File: src/rtl/frame_renderer_if.sv
// Pixel-stream and game-state bundle between the VGA timing/game logic and frame_renderer.
// The master drives pixel coordinates and live game state; the slave (renderer) returns colour and pacing.
interface frame_renderer_if;
   logic [9:0]  PIXEL_X;
   logic [9:0]  PIXEL_Y;
   logic        PIXEL_VALID;
   logic        VBLANK_START;
   logic        FRAME_START;
   logic [9:0]  PADDLE_X_PIXEL;
   logic [9:0]  BALL_X_PIXEL;
   logic [9:0]  BALL_Y_PIXEL;
   logic [71:0] BLOCK_STATE;
   logic        START_UPDATE;
   logic [7:0]  RGB;
   logic        RGB_VALID;

   modport master (
      output PIXEL_X, PIXEL_Y, PIXEL_VALID, VBLANK_START, FRAME_START,
             PADDLE_X_PIXEL, BALL_X_PIXEL, BALL_Y_PIXEL, BLOCK_STATE,
      input  START_UPDATE, RGB, RGB_VALID
   );

   modport slave (
      input  PIXEL_X, PIXEL_Y, PIXEL_VALID, VBLANK_START, FRAME_START,
             PADDLE_X_PIXEL, BALL_X_PIXEL, BALL_Y_PIXEL, BLOCK_STATE,
      output START_UPDATE, RGB, RGB_VALID
   );
endinterface

File: src/rtl/frame_renderer.sv
// Per-frame snapshot of game state plus a fixed 2-stage pixel-to-RGB332 pipeline.
// Also emits the one-cycle START_UPDATE pulse that paces the game logic.
module frame_renderer #(
   parameter int unsigned BLOCK_START_X    = 16,
   parameter int unsigned BLOCK_START_Y    = 64,
   parameter int unsigned BLOCK_COLS       = 12,
   parameter int unsigned BLOCK_ROWS       = 6,
   parameter int unsigned WALL_LEFT_END    = 16,
   parameter int unsigned WALL_RIGHT_BEGIN = 784,
   parameter int unsigned CEILING_END      = 16,
   parameter int unsigned PADDLE_Y         = 560,
   parameter int unsigned BALL_SIZE        = 8
) (
   input  logic            CLK,
   input  logic            RST_N,
   frame_renderer_if.slave bus
);

   localparam logic [10:0] BLK_X0  = 11'(BLOCK_START_X);
   localparam logic [10:0] BLK_X1  = 11'(BLOCK_START_X + BLOCK_COLS * 64);
   localparam logic [10:0] BLK_Y0  = 11'(BLOCK_START_Y);
   localparam logic [10:0] BLK_Y1  = 11'(BLOCK_START_Y + BLOCK_ROWS * 16);
   localparam logic [10:0] WALL_L  = 11'(WALL_LEFT_END);
   localparam logic [10:0] WALL_R  = 11'(WALL_RIGHT_BEGIN);
   localparam logic [10:0] CEIL    = 11'(CEILING_END);
   localparam logic [10:0] PAD_Y0  = 11'(PADDLE_Y);
   localparam logic [10:0] PAD_Y1  = 11'(PADDLE_Y + 8);
   localparam logic [10:0] PAD_W   = 11'd64;
   localparam logic [10:0] BALL_W  = 11'(BALL_SIZE);
   localparam logic [6:0]  N_BLOCK = 7'(BLOCK_COLS * BLOCK_ROWS);

   function automatic logic [7:0] rowColour(input logic [2:0] row);
      case (row)
         3'd0:    rowColour = 8'hE0;
         3'd1:    rowColour = 8'hF0;
         3'd2:    rowColour = 8'hFC;
         3'd3:    rowColour = 8'h1C;
         3'd4:    rowColour = 8'h1F;
         3'd5:    rowColour = 8'h03;
         default: rowColour = 8'h00;
      endcase
   endfunction

   logic [9:0]  shadowPadX, shadowBallX, shadowBallY;
   logic [71:0] shadowBlocks;
   logic        snapValid;

   // A pixel presented with FRAME_START already sees the incoming snapshot.
   logic [10:0] padX, ballX, ballY, pixX, pixY;
   logic [9:0]  relX;
   logic [6:0]  relY;
   assign padX  = {1'b0, (bus.FRAME_START ? bus.PADDLE_X_PIXEL : shadowPadX)};
   assign ballX = {1'b0, (bus.FRAME_START ? bus.BALL_X_PIXEL   : shadowBallX)};
   assign ballY = {1'b0, (bus.FRAME_START ? bus.BALL_Y_PIXEL   : shadowBallY)};
   assign pixX  = {1'b0, bus.PIXEL_X};
   assign pixY  = {1'b0, bus.PIXEL_Y};
   assign relX  = 10'(pixX - BLK_X0);
   assign relY  = 7'(pixY - BLK_Y0);

   logic inBlocksS, groutS, ballS, paddleS, wallS;
   assign inBlocksS = (pixX >= BLK_X0) && (pixX < BLK_X1) && (pixY >= BLK_Y0) && (pixY < BLK_Y1);
   assign groutS    = (relX[5:0] == 6'd0) || (relY[3:0] == 4'd0);
   assign ballS     = (pixX >= ballX) && (pixX < ballX + BALL_W) &&
                      (pixY >= ballY) && (pixY < ballY + BALL_W);
   assign paddleS   = (pixX >= padX) && (pixX < padX + PAD_W) && (pixY >= PAD_Y0) && (pixY < PAD_Y1);
   assign wallS     = (pixX < WALL_L) || (pixX >= WALL_R) || (pixY < CEIL);

   logic       validD1, inBlocksD1, groutD1, ballD1, paddleD1, wallD1;
   logic [3:0] colD1;
   logic [2:0] rowD1;

   // Pacing pulse and frame snapshot.
   always_ff @(posedge CLK or negedge RST_N) begin
      if (!RST_N) begin
         bus.START_UPDATE <= 1'b0;
         shadowPadX       <= 10'd0;
         shadowBallX      <= 10'd0;
         shadowBallY      <= 10'd0;
         shadowBlocks     <= 72'd0;
         snapValid        <= 1'b0;
      end else begin
         bus.START_UPDATE <= bus.VBLANK_START;
         if (bus.FRAME_START) begin
            shadowPadX   <= bus.PADDLE_X_PIXEL;
            shadowBallX  <= bus.BALL_X_PIXEL;
            shadowBallY  <= bus.BALL_Y_PIXEL;
            shadowBlocks <= bus.BLOCK_STATE;
            snapValid    <= 1'b1;
         end
      end
   end

   // Stage 1: geometric classification of the pixel.
   always_ff @(posedge CLK or negedge RST_N) begin
      if (!RST_N) begin
         validD1    <= 1'b0;
         inBlocksD1 <= 1'b0;
         groutD1    <= 1'b0;
         ballD1     <= 1'b0;
         paddleD1   <= 1'b0;
         wallD1     <= 1'b0;
         colD1      <= 4'd0;
         rowD1      <= 3'd0;
      end else begin
         validD1    <= bus.PIXEL_VALID;
         inBlocksD1 <= inBlocksS;
         groutD1    <= groutS;
         ballD1     <= ballS;
         paddleD1   <= paddleS;
         wallD1     <= wallS;
         colD1      <= relX[9:6];
         rowD1      <= relY[6:4];
      end
   end

   logic [6:0] blockIdx;
   logic       blockPresent;
   logic [7:0] nextRgb;
   assign blockIdx = ({4'd0, rowD1} * 7'd12) + {3'd0, colD1};

   // Block-map lookup, guarded against indices outside the map.
   always_comb begin
      blockPresent = 1'b0;
      if (inBlocksD1 && (blockIdx < N_BLOCK)) begin
         blockPresent = shadowBlocks[blockIdx];
      end else begin
         blockPresent = 1'b0;
      end
   end

   // Colour priority resolution.
   always_comb begin
      nextRgb = 8'h00;
      if (!validD1 || !snapValid) begin
         nextRgb = 8'h00;
      end else if (ballD1) begin
         nextRgb = 8'hFF;
      end else if (paddleD1) begin
         nextRgb = 8'hDB;
      end else if (blockPresent && !groutD1) begin
         nextRgb = rowColour(rowD1);
      end else if (wallD1) begin
         nextRgb = 8'h92;
      end else begin
         nextRgb = 8'h00;
      end
   end

   // Stage 2: registered colour output.
   always_ff @(posedge CLK or negedge RST_N) begin
      if (!RST_N) begin
         bus.RGB       <= 8'h00;
         bus.RGB_VALID <= 1'b0;
      end else begin
         bus.RGB       <= nextRgb;
         bus.RGB_VALID <= validD1;
      end
   end

endmodule

File: src/flat_wrapper.sv
// flat-port wrapper written by rule: the top's interface ports become plain ports
module frame_renderer_flat 
#(
   parameter int unsigned BLOCK_START_X    = 16,
   parameter int unsigned BLOCK_START_Y    = 64,
   parameter int unsigned BLOCK_COLS       = 12,
   parameter int unsigned BLOCK_ROWS       = 6,
   parameter int unsigned WALL_LEFT_END    = 16,
   parameter int unsigned WALL_RIGHT_BEGIN = 784,
   parameter int unsigned CEILING_END      = 16,
   parameter int unsigned PADDLE_Y         = 560,
   parameter int unsigned BALL_SIZE        = 8
)
  (CLK, RST_N, bus_PIXEL_X, bus_PIXEL_Y, bus_PIXEL_VALID, bus_VBLANK_START, bus_FRAME_START, bus_PADDLE_X_PIXEL, bus_BALL_X_PIXEL, bus_BALL_Y_PIXEL, bus_BLOCK_STATE, bus_START_UPDATE, bus_RGB, bus_RGB_VALID);
  frame_renderer_if bus_i ();
  input  logic CLK;
  input  logic RST_N;
  input wire logic [$bits(bus_i.PIXEL_X)-1:0] bus_PIXEL_X;
  input wire logic [$bits(bus_i.PIXEL_Y)-1:0] bus_PIXEL_Y;
  input wire logic [$bits(bus_i.PIXEL_VALID)-1:0] bus_PIXEL_VALID;
  input wire logic [$bits(bus_i.VBLANK_START)-1:0] bus_VBLANK_START;
  input wire logic [$bits(bus_i.FRAME_START)-1:0] bus_FRAME_START;
  input wire logic [$bits(bus_i.PADDLE_X_PIXEL)-1:0] bus_PADDLE_X_PIXEL;
  input wire logic [$bits(bus_i.BALL_X_PIXEL)-1:0] bus_BALL_X_PIXEL;
  input wire logic [$bits(bus_i.BALL_Y_PIXEL)-1:0] bus_BALL_Y_PIXEL;
  input wire logic [$bits(bus_i.BLOCK_STATE)-1:0] bus_BLOCK_STATE;
  output wire logic [$bits(bus_i.START_UPDATE)-1:0] bus_START_UPDATE;
  output wire logic [$bits(bus_i.RGB)-1:0] bus_RGB;
  output wire logic [$bits(bus_i.RGB_VALID)-1:0] bus_RGB_VALID;
  assign bus_i.PIXEL_X = bus_PIXEL_X;
  assign bus_i.PIXEL_Y = bus_PIXEL_Y;
  assign bus_i.PIXEL_VALID = bus_PIXEL_VALID;
  assign bus_i.VBLANK_START = bus_VBLANK_START;
  assign bus_i.FRAME_START = bus_FRAME_START;
  assign bus_i.PADDLE_X_PIXEL = bus_PADDLE_X_PIXEL;
  assign bus_i.BALL_X_PIXEL = bus_BALL_X_PIXEL;
  assign bus_i.BALL_Y_PIXEL = bus_BALL_Y_PIXEL;
  assign bus_i.BLOCK_STATE = bus_BLOCK_STATE;
  assign bus_START_UPDATE = bus_i.START_UPDATE;
  assign bus_RGB = bus_i.RGB;
  assign bus_RGB_VALID = bus_i.RGB_VALID;
  frame_renderer #(.BLOCK_START_X(BLOCK_START_X), .BLOCK_START_Y(BLOCK_START_Y), .BLOCK_COLS(BLOCK_COLS), .BLOCK_ROWS(BLOCK_ROWS), .WALL_LEFT_END(WALL_LEFT_END), .WALL_RIGHT_BEGIN(WALL_RIGHT_BEGIN), .CEILING_END(CEILING_END), .PADDLE_Y(PADDLE_Y), .BALL_SIZE(BALL_SIZE)) u_core (.CLK(CLK), .RST_N(RST_N), .bus(bus_i));
endmodule
File: config.mk
export PLATFORM = sky130hd
export DESIGN_NAME = frame_renderer_flat
export DESIGN_NICKNAME = d
export VERILOG_FILES = /design/src/rtl/frame_renderer_if.sv /design/src/rtl/frame_renderer.sv /design/src/flat_wrapper.sv
export SDC_FILE = /design/constraint.sdc
export NUM_CORES = 1
export LEC_CHECK = 0
export CAP_MARGIN = 20
export CORE_UTILIZATION = 30
export CTS_CLUSTER_DIAMETER = 40
export CTS_CLUSTER_SIZE = 8
export DETAILED_ROUTE_END_ITERATION = 6
export GPL_TIMING_DRIVEN = 0
export SYNTH_ARGS = -nofsm -noshare
export SYNTH_HDL_FRONTEND = slang
export SYNTH_SLANG_ARGS = --single-unit
File: constraint.sdc
create_clock -name CLK -period 3.75 [get_ports CLK]
set_input_delay 0.75 -clock CLK [delete_from_list [all_inputs] [get_ports CLK]]
set_output_delay 0.75 -clock CLK [all_outputs]
set_load 0.05 [all_outputs]
Word level (Yosys, flattened, before mapping)
Cells that the tools add are included.
{"block": "classes", "add_sub_neg": 6, "muxes": 12, "magnitude_cmp": 17, "n_mul": 1, "n_reduce_logical": 21, "n_eq_ne": 5}
{"operator": "one-hot mux 8 bit (6 select lines)", "count": 1}
{"operator": "two-way mux 8 bit", "count": 5}
{"operator": "less-than comparator 10 x 11 -> 1 bit", "count": 3}
{"operator": ">= comparator 10 bit", "count": 3}
{"operator": "two-way mux 10 bit", "count": 3}
{"operator": "adder 10 x 4 -> 11 bit (second input constant)", "count": 2}
{"operator": ">= comparator 10 bit (second input constant)", "count": 2}
{"operator": "less-than comparator 10 bit (second input constant)", "count": 2}
{"operator": "less-than comparator 10 x 5 -> 1 bit (second input constant)", "count": 2}
{"operator": "adder 10 x 7 -> 11 bit (second input constant)", "count": 1}
{"operator": "logical AND 1 bit", "count": 11}
{"operator": ">= comparator 10 x 5 -> 1 bit (second input constant)", "count": 1}
{"operator": ">= comparator 10 x 7 -> 1 bit (second input constant)", "count": 1}
{"operator": "less-than comparator 10 x 8 -> 1 bit (second input constant)", "count": 1}
{"operator": "subtractor 10 x 5 -> 10 bit (second input constant)", "count": 1}
{"operator": "less-than comparator 7 x 8 -> 1 bit (second input constant)", "count": 1}
{"operator": "adder 7 x 4 -> 7 bit", "count": 1}
{"operator": "binary-select mux 1 bit (select 7 bit)", "count": 1}
{"operator": "less-than comparator 7 bit (second input constant)", "count": 1}
{"operator": "subtractor 7 bit (second input constant)", "count": 1}
{"operator": "== test 3 x 2 -> 1 bit (second input constant)", "count": 2}
{"operator": "== test 3 bit (second input constant)", "count": 2}
{"operator": "zero test 6 bit", "count": 1}
{"operator": "multiplier 3 x 2 -> 5 bit (second input constant)", "count": 1}
{"operator": "other kinds (6)", "count": 12}
{"block": "totals", "inputBits": 127, "register_bits": 126}

Logic depth before layout (Yosys ltp)
Gate-level depths: netlist of the first run.
{"block": "depth", "word_depth": 10, "mapped_depth": 15, "ltp_nobuf": 13}

Worst setup path before layout of the first run
OpenSTA, ideal clock, no wires.
{"block": "synth_path", "kind": "input to register", "start": "input port bus_FRAME_START", "end": "register u_core.ballD1", "path_stages": 15, "n_path_buf": 5, "required_time_ns": 3.656, "path_slack_ns": -0.266, "setup_ns": 0.094, "arrival_ns": 3.922, "cell_sequence": "clkbuf_1 > buf_2 > buf_2 > buf_1 > buf_2 > mux2i_1 > ha_1 > nor2b_1 > o21ai_0 > a21oi_1 > o21a_1 > o21ai_0 > a21oi_1 > or4_1 > a211oi_1"}
{"block": "synth_between", "elab_chain_cells": 6}
{"item": "from (decl)", "line_no": "flat_wrapper.sv:22", "text": "input wire logic [$bits(bus_i.FRAME_START)-1:0] bus_FRAME_START;"}
{"item": "two-way mux 10 bit"}
{"item": "adder 10 x 4 -> 11 bit", "line_no": "frame_renderer.sv:63", "text": "assign ballS = (pixX >= ballX) && (pixX < ballX + BALL_W) &&"}
{"item": "less-than comparator 10 x 11 -> 1 bit", "line_no": "frame_renderer.sv:63"}
{"item": "logical AND 1 bit (2 in a row)", "line_no": "frame_renderer.sv:63"}
{"item": "logical AND 1 bit (*)", "line_no": "frame_renderer.sv:64", "text": "(pixY >= ballY) && (pixY < ballY + BALL_W);"}
{"item": "named net u_core.ballS", "line_no": "frame_renderer.sv:60", "text": "logic inBlocksS, groutS, ballS, paddleS, wallS;"}
{"item": "to (signal assigned)", "line_no": "frame_renderer.sv:108", "text": "ballD1 <= ballS;"}
{"item": "to (decl)", "line_no": "frame_renderer.sv:68", "text": "logic validD1, inBlocksD1, groutD1, ballD1, paddleD1, wallD1;"}
The timed path passes the listed nets; every way through them passes the cells marked *.
A chain may end at the register's enable or synchronous reset.

Worst setup path after layout of the first run
Ends and elaborated chain as after synthesis.

==> metrics.yaml, run 1 <==
synthesis:
  synth.distinct_cells: 56
  synth.area.top_cells: "dfrtp_1 45%, mux2_2 13%, ha_1 11%, mux2i_1 5.4%, mux4_1 3.4%"
  synth_top_cell_area_share_pct: 45.0
  yosysWarnings: 0
  async_flop_share_pct: 100
  ys.flop_type: "dfrtp_1"
  ys_seq_area_share_pct: 45.0
  syn_area_mm2: 0.00700
  synth_nets: 768
  synth_edf_count: 0
  postSynthCellCount: 578
  synth-seq-cells: 126
  synth.avg_cell_area_um2: 12.1
  synth_largest_area_cell: "dfrtp_1"
worst_setup_path:
  crit_required_ns: 4.05
  arrival_ns: 3.76
  cp-start-kind: "primary input"
  critPathMaxStageDelay_ns: 0.41
  critPathCaptureType: "register"
  reg2reg_from: "u_core.rowD1[1]$_DFF_PN0_"
  cp-startpoint: "bus_FRAME_START"
  path_class: "in -> reg"
  cp_max_fo: 19
  reg2reg_slack_ns: 0.44
  cp_slowest_cell: "or4_1"
  ff2ff_path_depth: 12
  rr_endpoint: "u_core.bus.RGB[5]$_DFF_PN0_"
  critPathCapture: "u_core.ballD1$_DFF_PN0_"
  crit_path_cell_trace: "clkbuf_2, buf_6, buf_4, buf_4, mux2i_1, ha_1, nor2b_1, o21ai_0, a21oi_1, o21a_1, o21ai_0, a21oi_1, or4_1, a211oi_1"
grt:
  grt_max_degree: 67
  grt_antenna_before_repair: 0
  grt_first_pass_wirelength_mm: 27.3
  grtUsageTotal_pct: 15.1
  grt_pass1_vias: 5127
  overflow: 0
clocking:
  clk_latency_ns: 0.41
  cts-htree-levels: 4
  clk_pin_slew_ns: 0.06
  cts_resized: 1
  clockBufferDepth: 2
  clockRootBuffer: "clkbuf_16"
  clkSinkCount: 126
  cts_inserted_buffers: 17
  postCtsSetupRepairBufs: 0
  postCtsHoldBufs: 0
  cts_tree: "built"
cells_and_area:
  layout_commonest_cell: "clkdlybuf4s50_1"
  num_antenna_cells: 0
  layout_common_cells: "134 x clkdlybuf4s50_1, 125 x dfrtp_1, 79 x mux2_2"
  nNetsFinal: 922
  drive_gt1_share_pct: 18.1
  area_growth_pct: 34.3
timing:
  rsz0062_at_grt: "no"
  setup_viol: 0
  fin_setup_tns_ns: 0
  slew_viol_final: 0
  final.setup.worst_slack_ns: 0.286
  clock_skew_ns: 0.00810
  maxSlewHeadroom_pct: 58.4
  finalHoldViolCount: 0
  finalCriticalPeriod_ns: 3.46
  tightest_slew_ns: 0.624
  period_share_pct: 92.4
  max_freq_ghz: 0.289
detailed_routing:
  routed_wl_mm: 17.0
  dr_total_vias: 4905
  wire_per_inst_um: 16.1
  postRouteAntennaNets: 0
  via_per_inst: 4.64
  drt_first_pass_iters: 4
  drcViolationCount: 0
  drt_iter0_drc: 140
die:
  die_h_um: 155
  io_pins: 137
  num_rows: 55
  chipWidth_um: 155
  initial_utilization_pct: 30.7
  dieArea_mm2: 0.0240
  coreArea_mm2: 0.0228
power_and_ir_drop:
  p_leak_nw: 4.16
  powerDensity_mw_per_mm2: 442
  ir_drop_v: 0.000267
  p_total_w: 0.00415
placement:
  preCtsSetupSlack_ns: -0.712
  io_buffers: 135
  place_congestion: 0.853
  hpwlAfterDp_mm: 12.9
flow_run:
  cap_violations: 0
hold_path:
  min_path_type: "in -> async"
run_status:
  status: "finished, final reports clean"
==> synth_stat cells, types with 5 or more instances <==
| master | number |
|---|---|
| inv_1 | 48 |
| mux4_1 | 9 |
| mux2i_1 | 38 |
| mux2_2 | 79 |
| a21oi_1 | 28 |
| nand2b_1 | 11 |
| dfrtp_1 | 126 |
| nor4_1 | 5 |
| xnor2_1 | 13 |
| nor2_1 | 13 |
| nand3_1 | 6 |
| buf_2 | 6 |
| o21ai_0 | 22 |
| nor2b_1 | 8 |
| buf_1 | 5 |
| a31oi_1 | 7 |
| nand2_1 | 21 |
| ha_1 | 61 |
==> report_power, final <==
part | internal (W) | switching (W)
clock | 0.00114 | 0.000621
sequential | 0.00149 | 0.0000517
combinational | 0.000439 | 0.000412
total | 0.00307 | 0.00108
==> area by class of cell <==
| class | instances | area [µm²] |
|---|---|---|
| buffer | 19 | 135 |
| clock buffer | 21 | 460 |
| clock inverter | 10 | 161 |
| fill | 2219 | 13400 |
| inverter | 48 | 180 |
| multi-input combinational | 384 | 3540 |
| sequential | 126 | 3150 |
| tap | 313 | 392 |
| timing repair buffer | 136 | 1380 |
==> state kept, by name, indices dropped and copies added (netlist names), 3 cells and up <==
register / count
u_core.shadowBlocks: 72
u_core.shadowBallX: 10
u_core.shadowBallY: 10
u_core.shadowPadX: 10
u_core.bus.RGB: 8
u_core.colD1: 4
u_core.rowD1: 3
==> kinds of logic after synthesis <==
kind of cell	synth area share (%)
xor+xnor	2.13
fa+ha+maj	11.5
compound gates	7.66
buf+inv	4.38
flops	45.0
simple gates	6.88
mux	22.5
==> routing by layer <==
layer | vias up | track usage [%] | wire length (µm)
met1 | 2395 | 19.5 | 8050
li1 | 2394 | - | -
met5 | - | 0 | 0
met2 | 96 | 24.6 | 8010
met3 | 20 | 3.87 | 656
met4 | 0 | 5.19 | 283
==> worst min path at each step <==
stage	slack (ns)	depth (start not counted)	start	endpoint
floorplan	0.37	0	u_core.validD1$_DFF_PN0_	u_core.bus.RGB_VALID$_DFF_PN0_
global placement	0.40	0	u_core.validD1$_DFF_PN0_	u_core.bus.RGB_VALID$_DFF_PN0_
detailed placement	0.41	0	u_core.validD1$_DFF_PN0_	u_core.bus.RGB_VALID$_DFF_PN0_
CTS	0.35	1	RST_N	u_core.shadowBallY[5]$_DFF_PN0_
global route	0.37	1	RST_N	u_core.shadowBallY[6]$_DFF_PN0_
finish	0.33	1	RST_N	u_core.shadowBallY[9]$_DFF_PN0_
==> worst max-delay path, delay by kind of cell <==
kind                     cells  cell delay [ns]
AO/OA/AOI/OAI                6             0.93
adder cells (fa/ha/maj)      1             0.27
buffers and inverters        4             0.99
multiplexers                 1             0.27
AND/OR/NAND/NOR              2             0.54
==> stage by stage <==
stage / cells / area [µm²] / hold WS, ns / utilization, %
floorplan: 578 / 7010 / 0.375 / -
global route: 1057 / 9410 / 0.374 / 41.3
detailed placement: 1027 / 8780 / 0.407 / 38.6
global placement: 1026 / 8750 / 0.401 / 38.4
finish: 1057 / 9410 / 0.334 / 41.3
CTS: 1057 / 9400 / 0.352 / 41.3
No activity file was read; power rests on OpenSTA's default activity.
==> inputs of run 2 (changes only) <==
--- a/config.mk
+++ b/config.mk
@@ -10,7 +10,9 @@
 export CTS_CLUSTER_DIAMETER = 40
 export CTS_CLUSTER_SIZE = 8
 export DETAILED_ROUTE_END_ITERATION = 6
+export GPL_ROUTABILITY_DRIVEN = 0
 export GPL_TIMING_DRIVEN = 0
+export PLACE_DENSITY = 0.48
 export SYNTH_ARGS = -nofsm -noshare
 export SYNTH_HDL_FRONTEND = slang
 export SYNTH_SLANG_ARGS = --single-unit
==> metrics.yaml, run 2 (synthesis results as in run 1) <==
die:
  num_rows: 55  # unchanged
  io_pins: 137  # unchanged
  chipWidth_um: 155  # unchanged
  coreArea_mm2: 0.0228  # unchanged
  dieArea_mm2: 0.0240  # unchanged
  initial_utilization_pct: 30.7  # unchanged
  die_h_um: 155  # unchanged
clocking:
  clk_pin_slew_ns: 0.06  # about the same
  clk_latency_ns: 0.42  # about the same
  cts_tree: "built"
  postCtsHoldBufs: 0  # unchanged
  cts-htree-levels: 4  # unchanged
  clockRootBuffer: "clkbuf_16"
  cts_inserted_buffers: 17  # unchanged
  clkSinkCount: 126  # unchanged
  clockBufferDepth: 2  # unchanged
timing:
  finalHoldViolCount: 0  # unchanged
  tightest_slew_ns: 0.564  # -0.0603 ns
  final.setup.worst_slack_ns: 0.300  # +0.0137 ns
  setup_viol: 0  # unchanged
  rsz0062_at_grt: "no"
  hold_slack_ns: 0.209  # -0.124 ns
  max_freq_ghz: 0.290  # +0.40%
  clock_skew_ns: 0.00812  # +0.0000199 ns
  maxSlewHeadroom_pct: 62.4  # +4.0 points
  period_share_pct: 92.0  # -0.36 points
  slew_viol_final: 0  # unchanged
  finalCriticalPeriod_ns: 3.45  # -0.0137 ns
detailed_routing:
  drcViolationCount: 0  # unchanged
  postRouteAntennaNets: 0  # unchanged
  dr_total_vias: 4937  # +0.65%
  wire_per_inst_um: 16.3  # +1.7%
  via_per_inst: 4.67  # +0.56%
  drt_first_pass_iters: 4  # unchanged
  routed_wl_mm: 17.3  # +1.8%
  drt_iter0_drc: 162  # +16%
placement:
  io_buffers: 135  # unchanged
  hpwlAfterDp_mm: 13.2  # +2.2%
  dpl.cell_count: 1027  # unchanged
  preCtsSetupSlack_ns: -0.759  # -0.0465 ns
power_and_ir_drop:
  ir_drop_v: 0.000218  # -18%
  seqPwrFrac_pct: 37.2  # +0.2 points
  clkPwrFrac_pct: 42.1  # -0.4 points
  swShare_pct: 27.4  # +1.3 points
  p_switching_w: 0.00113  # +4.6%
  comb_power_share_pct: 20.7  # +0.2 points
  intPower_w: 0.00300  # -2.2%
  p_leak_nw: 4.16  # +0.11%
  powerDensity_mw_per_mm2: 439  # -0.50%
grt:
  grt_antenna_before_repair: 0  # unchanged
  grt_first_pass_wirelength_mm: 27.9  # +2.0%
  overflow: 0  # unchanged
  grtUsageTotal_pct: 15.4  # +0.24 points
  grt_pass1_vias: 5198  # +1.4%
  grt_max_degree: 92  # +37%
cells_and_area:
  largest_reg_flops: 72  # unchanged
  layout_commonest_cell: "clkdlybuf4s50_1"
  largest_register: "u_core.shadowBlocks"
  layout_common_cells: "134 x clkdlybuf4s50_1, 126 x dfrtp_1, 79 x mux2_2"
  drive_gt1_share_pct: 18.4  # +0.24 points
  area_growth_pct: 34.4  # about the same
  nNetsFinal: 922  # unchanged
  num_antenna_cells: 0  # unchanged
  finalNonFillerCells: 1058  # +0.095%
worst_setup_path:
  crit_required_ns: 4.05  # about the same
  critPathCaptureType: "register"
  path_class: "in -> reg"
  cp-start-kind: "primary input"
  cp_max_fo: 19  # unchanged
  arrival_ns: 3.75  # about the same
run_status:
  status: "finished, final reports clean"
flow_run:
  cap_violations: 0  # unchanged
hold_path:
  min_path_type: "in -> async"
run 2: cell count changes in the layout (fill, tap and decap cells not counted), sizes merged:
cell | before | now
bufinv | 4 | 3
clkinv | 2 | 6
clkbuf | 24 | 21
clkinvlp | 3 | 2
inv | 49 | 51
run 2: final timing paths:
check                                                from                                  to  slack [ns]  cells past startpoint
max in group asynchronous                           RST_N           u_core.colD1[0]$_DFF_PN0_        2.72                      2
worst min register to register   u_core.validD1$_DFF_PN0_      u_core.bus.RGB_VALID$_DFF_PN0_        0.43                      0
worst max register to register  u_core.rowD1[1]$_DFF_PN0_         u_core.bus.RGB[5]$_DFF_PN0_        0.39                     12
worst max-delay path                      bus_FRAME_START             u_core.ballD1$_DFF_PN0_        0.30                     14
worst min-delay path                                RST_N  u_core.shadowBlocks[7]$_DFFE_PN0P_        0.21                      1
min in group CLK                 u_core.validD1$_DFF_PN0_      u_core.bus.RGB_VALID$_DFF_PN0_        0.43                      0
run 2: layout make-up:
type | instances | area (µm²)
Buffer | 19 | 139
Inverter | 48 | 180
Fill cell | 2128 | 13400
Timing Repair Buffer | 136 | 1380
Tap cell | 313 | 392
Multi-Input combinational cell | 384 | 3540
Clock inverter | 14 | 184
Sequential cell | 126 | 3150
Clock buffer | 18 | 439
run 2: per-layer routing:
layer  share of wire (%)  track usage (%)  vias up  routed length, µm
li1                    -                -     2396                  -
met1                  47             19.9     2416               8090
met2                  47             24.9      106               8130
met3                 4.9             4.31       19                840
met4                 1.4             4.48        0                234
met5                   0                0        -                  0
run 2: stage by stage:
stage	utilization, %	total power (W)	setup TNS, ns	cell area [µm²]
detailed placement	38.6	0.00243	-1.13	8780
global route	41.3	0.00437	0	9410
floorplan	-	0.00207	0	7010
finish	41.3	0.00413	0	9410
global placement	38.4	0.00241	-405.79	8750
CTS	41.3	0.00421	0	9410
run 2: timing repair:
item	in CTS	in global routing
setup buffers	0	0
setup endpoints to repair	1	1
gates resized for setup	2	3
run 2: power by group through the flow:
stage	Combinational, W	Sequential [W]	Clock (W)
floorplan	0.000503	0.00157	0
global placement	0.000847	0.00156	0
detailed placement	0.000864	0.00156	0
CTS	0.000870	0.00154	0.00180
global route	0.000957	0.00155	0.00186
finish	0.000856	0.00154	0.00174
run 2: worst max-delay path, cell delays in order:
cell	delay, ns
clkbuf_2	0.19
buf_8	0.24
buf_4	0.23
buf_4	0.26
mux2i_1	0.28
ha_1	0.28
nor2b_1	0.13
o21ai_0	0.16
a21oi_1	0.09
o21a_1	0.16
o21ai_0	0.13
a21oi_1	0.08
or4_1	0.42
a211oi_1	0.34
==> inputs of run 3 (changes only) <==
--- a/config.mk
+++ b/config.mk
@@ -7,7 +7,7 @@
 export LEC_CHECK = 0
 export CAP_MARGIN = 20
 export CORE_UTILIZATION = 30
-export CTS_CLUSTER_DIAMETER = 40
+export CTS_CLUSTER_DIAMETER = 80
 export CTS_CLUSTER_SIZE = 8
 export DETAILED_ROUTE_END_ITERATION = 6
 export GPL_ROUTABILITY_DRIVEN = 0
==> results of run 3 <==
The final DEF is identical to that of run 2; final timing and power are the same.
